===== src/rtl/sram_arbiter_pkg.sv =====
// Shared definitions for the SRAM access arbiter: controller states and the
// width of the B-port starvation counter.
package sram_arbiter_pkg;

    typedef enum logic {
        ST_ARB   = 1'b0,
        ST_CLEAR = 1'b1
    } arb_state_t;

    localparam int STARVE_W = 4;

endpackage


===== src/rtl/sram_arbiter.sv =====
// Single-port SRAM access controller: read-only port A has priority over
// read/write port B, B is forced through after STARVE_MAX denied cycles, and
// a clear sequencer can fill the whole RAM with CLEAR_VALUE.
//
// state    | meaning
// ST_ARB   | normal arbitration, at most one grant per cycle
// ST_CLEAR | one write of CLEAR_VALUE per cycle, all requests held off
module sram_arbiter
    import sram_arbiter_pkg::*;
#(
    parameter int                  DATA_WIDTH  = 8,
    parameter int                  ADDR_WIDTH  = 10,
    parameter int                  STARVE_MAX  = 4,
    parameter logic [DATA_WIDTH-1:0] CLEAR_VALUE = '0
) (
    input  logic                  clk,
    input  logic                  reset_n,
    input  logic                  clear_start,
    output logic                  clear_busy,
    input  logic                  a_req,
    input  logic [ADDR_WIDTH-1:0] a_addr,
    output logic                  a_ack,
    output logic                  a_valid,
    output logic [DATA_WIDTH-1:0] a_q,
    input  logic                  b_req,
    input  logic                  b_we,
    input  logic [ADDR_WIDTH-1:0] b_addr,
    input  logic [DATA_WIDTH-1:0] b_data,
    output logic                  b_ack,
    output logic                  b_valid,
    output logic [DATA_WIDTH-1:0] b_q,
    output logic [ADDR_WIDTH-1:0] ram_addr,
    output logic [DATA_WIDTH-1:0] ram_data,
    output logic                  ram_cen,
    output logic                  ram_we,
    input  logic [DATA_WIDTH-1:0] ram_q
);

    arb_state_t            state_q, state_d;
    logic [STARVE_W-1:0]   starve_q;
    logic [ADDR_WIDTH-1:0] clr_cnt_q;
    logic [ADDR_WIDTH-1:0] addr_q;
    logic                  a_valid_q, b_valid_q;
    logic                  grant_a, grant_b, b_force;

    // Every output is gated by reset_n so the reset values appear while reset is held.
    always_comb begin
        state_d    = state_q;
        grant_a    = 1'b0;
        grant_b    = 1'b0;
        b_force    = 1'b0;
        clear_busy = 1'b0;
        ram_cen    = 1'b0;
        ram_we     = 1'b0;
        ram_addr   = addr_q;
        ram_data   = '0;
        if (!reset_n) begin
            ram_addr = '0;
        end else begin
            case (state_q)
                ST_ARB: begin
                    b_force = b_req && (starve_q == STARVE_W'(STARVE_MAX));
                    if (b_force)    grant_b = 1'b1;
                    else if (a_req) grant_a = 1'b1;
                    else if (b_req) grant_b = 1'b1;
                    if (clear_start) state_d = ST_CLEAR;
                end
                ST_CLEAR: begin
                    clear_busy = 1'b1;
                    ram_cen    = 1'b1;
                    ram_we     = 1'b1;
                    ram_addr   = clr_cnt_q;
                    ram_data   = CLEAR_VALUE;
                    if (clr_cnt_q == '1) state_d = ST_ARB;
                end
                default: state_d = ST_ARB;
            endcase
            if (grant_a) begin
                ram_cen  = 1'b1;
                ram_addr = a_addr;
            end else if (grant_b) begin
                ram_cen  = 1'b1;
                ram_we   = b_we;
                ram_addr = b_addr;
                ram_data = b_data;
            end
        end
    end

    assign a_ack   = grant_a;
    assign b_ack   = grant_b;
    assign a_valid = a_valid_q && reset_n;
    assign b_valid = b_valid_q && reset_n;
    assign a_q     = ram_q;
    assign b_q     = ram_q;

    always_ff @(posedge clk) begin
        if (!reset_n) begin
            state_q   <= ST_ARB;
            starve_q  <= '0;
            clr_cnt_q <= '0;
            addr_q    <= '0;
            a_valid_q <= 1'b0;
            b_valid_q <= 1'b0;
        end else begin
            state_q   <= state_d;
            addr_q    <= ram_addr;
            a_valid_q <= grant_a;
            b_valid_q <= grant_b && !b_we;
            clr_cnt_q <= (state_q == ST_CLEAR) ? clr_cnt_q + 1'b1 : '0;
            // Starvation count only moves in ARB; it saturates rather than wrapping.
            if (state_q == ST_ARB) begin
                if (grant_b || !b_req)  starve_q <= '0;
                else if (starve_q != '1) starve_q <= starve_q + 1'b1;
            end
        end
    end

endmodule


===== config.mk =====
export PLATFORM = sky130hd
export DESIGN_NAME = sram_arbiter
export DESIGN_NICKNAME = d
export VERILOG_FILES = /design/src/rtl/sram_arbiter_pkg.sv /design/src/rtl/sram_arbiter.sv
export SDC_FILE = /design/constraint.sdc
export NUM_CORES = 1
export LEC_CHECK = 0
export BUFFER_PORTS_ARGS = -buffer_cell sky130_fd_sc_hd__buf_2
export CAP_MARGIN = 20
export CORE_UTILIZATION = 33
export CTS_CLUSTER_DIAMETER = 60
export DETAILED_ROUTE_END_ITERATION = 12
export PLACE_DENSITY_LB_ADDON = 0.1
export SETUP_SLACK_MARGIN = 0.02
export SLEW_MARGIN = 15
export SYNTH_ARGS = -nofsm -noshare
export SYNTH_HDL_FRONTEND = slang
export SYNTH_SLANG_ARGS = --single-unit

===== constraint.sdc =====
create_clock -name clk -period 4.8 [get_ports clk]
set_clock_uncertainty 0.15 [all_clocks]
set_input_delay 0.96 -clock clk [delete_from_list [all_inputs] [get_ports clk]]
set_output_delay 0.96 -clock clk [all_outputs]
set_load 0.05 [all_outputs]

==> impl_metrics.csv <==
group,metric,value,unit
sta,max_freq,0.2831,GHz
finish,fillers,574,
logic_synthesis,syn_nets,255,
route,antenna_left,0,
sta,maxSlewViolCount,0,
route,met2_length,1.992,mm
cts,numCtsBuffers,3,
cts,cts_sinks,27,
logic_synthesis,ys_top_cells_by_count,"dfxtp_1 (27), o31a_1 (19), buf_4 (16)",
logic_synthesis,postSynthCellCount,210,
outcome,outcome,"finished clean",
logic_synthesis,syn_area,1758,µm²
sta,hold_viol_final,0,
global_routing,grt_remaining_overflow,0,
sta,rsz0062_at_grt,"no",
global_routing,antenna_found_initial,0,
logic_synthesis,yosysWarnings,0,
logic_synthesis,synth_edf_count,0,
cts,cts_max_level,1,
logic_synthesis,seq_area_frac_synth,30.75,%
route,highest-signal-layer,"met4",
power,power,475.2,µW
cts,clk_pin_slew,0.09,ns
power,p_leak,0.0008922,µW
logic_synthesis,syn_avg_cell_area,8.371,µm²
route,drc,0,
logic_synthesis,synthTopCellsByArea,"dfxtp_1 (31%), o31a_1 (9.5%), buf_4 (6.8%), mux2i_1 (5.7%), and2_1 (4.3%)",
global_routing,grt_max_degree,33,
sta,finalCritPeriodShare,73.60,%
sta,worst_pin_slew,0.5468,ns
worst_setup_path,cp_max_fo,21,
route,viasPerCell,5.003,
route,wl_met1,2.013,mm
sta,relSlewSlack,63.48,%
floorplan,coreArea,5107,µm²
route,wl_met3,187,µm
worst_hold_path,hp-class,"register to register",
floorplan,die_area,5623,µm²
finish,drive_above_1_share,28.57,%
logic_synthesis,synth.distinct_cells,41,
floorplan,rows,26,
worst_setup_path,crit_top_cell,"buf_2",
route,wl,4.264,mm
logic_synthesis,async_reset_ff_share,0,%
worst_setup_path,crit_chain,"buf_2, nand4b_1, buf_4, a211o_1, a22o_1, buf_2",
finish,area_growth,15.02,%
floorplan,start_util,34.42,%
worst_setup_path,cpPeakStageDelay,0.34,ns
floorplan,die_y,74.99,µm
logic_synthesis,synth.most_common_cell,"dfxtp_1",
place,dp_cells,311,
route,drtIter0Drc,56,
global_routing,grt_pass1_wl,6.913,mm
worst_setup_path,end_kind,"output port",
cts,clock_path_buffers,2,
global_routing,first_global_vias,1468,
logic_synthesis,synth_top_area_share,30.75,%
finish,nNetsFinal,291,
logic_synthesis,ys_seq_elements,27,
power,peakVddDrop,0.1358,mV
finish,post-route-util,39.59,%
logic_synthesis,synthFlopType,"dfxtp_1",
worst_setup_path,cp-start-kind,"primary input",
worst_hold_path,hold_depth,1,
route,detail_route.wl_per_cell,13.54,µm
worst_setup_path,critPathArrivalTime,2.42,ns
cts,cts_root_buffer,"clkbuf_8",
place,dp_hpwl,3.130,mm
run,drv_cap,0,
worst_setup_path,path_class,"primary input to output port",
global_routing,track_usage,16.05,%
logic_synthesis,yosysTopAreaCell,"dfxtp_1",
worst_setup_path,cp_slowest_cell,"buf_2",
sta,fin_tns_setup,0,ns
cts,tritoncts,"built",
place,place_congestion,0.7509,
route,firstDrtPassIters,4,
finish,antenna_cells,0,
sta,finalCriticalPeriod,3.533,ns
floorplan,die_w,74.99,µm
cts,postCtsHoldBufs,0,
place,portBuffers,58,
sta,final-setup-viol-count,0,
cts,post-cts-setup-buffer-count,0,
cts,cts_resized,0,
floorplan,ios,83,
route,dr_total_vias,1576,
cts,worstSkewPairLatency,0.27,ns
worst_setup_path,ff2ff_path_depth,4,
finish,fin_cells,315,
worst_setup_path,required,3.69,ns
power,power_density,235.0,nW/µm²
==> placed cells by master (no fill, tap or decap), types with 2 or more instances in the layout <==
cell,netlist,layout
dfxtp_1,27,27
o21a_1,2,2
o31a_1,19,19
or3_2,2,2
xor2_1,2,2
a22o_1,2,2
mux2i_1,10,10
and2b_1,2,2
clkbuf_8,0,3
and2_1,12,12
buf_2,7,58
or3_1,2,2
nand2_1,15,15
buf_4,16,3
inv_1,6,6
and3_1,12,12
o21ai_0,14,14
o211ai_1,2,2
nor3b_1,9,9
nor2_1,5,5
ha_1,3,3
nand3_1,6,6
nand4_1,5,5
a21oi_1,6,6
==> worst max-delay path: cells and delay by family <==
kind | cells | cell delay [ns]
AOI/OAI and AO/OA | 2 | 0.53
and+or+nand+nor | 1 | 0.16
buffers and inverters | 3 | 0.78
==> cell type report <==
| cell class | instances | area [µm²] | share of cell area, % |
|---|---|---|---|
| well taps | 70 | 87.58 | 4.332 |
| flip-flops and latches | 27 | 540.5 | 26.73 |
| inverters | 6 | 22.52 | 1.114 |
| multi-input cells | 147 | 1013 | 50.12 |
| clock buffers | 4 | 45.04 | 2.228 |
| repair buffers | 61 | 312.8 | 15.47 |
==> power by group <==
| part | leakage (µW) | internal [µW] | switching (µW) |
|---|---|---|---|
| clock network | 0.0000228 | 59.5 | 72.3 |
| registers | 0.000220 | 231 | 5.03 |
| logic | 0.000649 | 38.0 | 69.0 |
| total | 0.000892 | 329 | 146 |
==> path summary, 6_finish.rpt <==
kind | end | from | slack [ns]
max | ram_addr[8] | b_req | 1.27
min | clr_cnt_q[0]$_SDFF_PN0_ | clr_cnt_q[0]$_SDFF_PN0_ | 0.34
max reg2reg | addr_q[2]$_SDFF_PN0_ | state_q$_SDFF_PN0_ | 2.70
min reg2reg | clr_cnt_q[0]$_SDFF_PN0_ | clr_cnt_q[0]$_SDFF_PN0_ | 0.34
==> registers in the layout (all words and copies together) (netlist names) <==
signal,cells
b_valid_q,1
a_valid_q,1
state_q,1
clr_cnt_q,10
addr_q,10
starve_q,4
==> cell families (layout without fill, tap and decap cells) <==
group	after synthesis	after routing	synth area share, %
AND/OR/NAND/NOR	82	82	28.47
AO/OA/AOI/OAI	49	49	19.86
buffers and inverters	36	71	11.60
flip-flops	27	27	30.75
multiplexers	10	10	5.694
adder cells (fa/ha/maj)	3	3	2.135
XOR/XNOR	3	3	1.495
==> per-stage QoR <==
stage / setup WS [ns] / cell area (µm²) / hold WS, ns
after floorplan: 1.443 / 1758 / 0.2900
after global placement: 1.233 / 1977 / 0.3135
after detailed placement: 1.258 / 1977 / 0.3204
after CTS: 1.260 / 2022 / 0.3506
after global routing: 1.101 / 2022 / 0.3916
final: 1.267 / 2022 / 0.3382
==> metal layers <==
metal  vias to the layer above  track usage [%]
met2                        36            25.23
met3                        17            2.945
met4                         0            5.031
met5                         -                0
li1                        813                -
met1                       710            22.25
No activity file was read; power rests on OpenSTA's default activity.
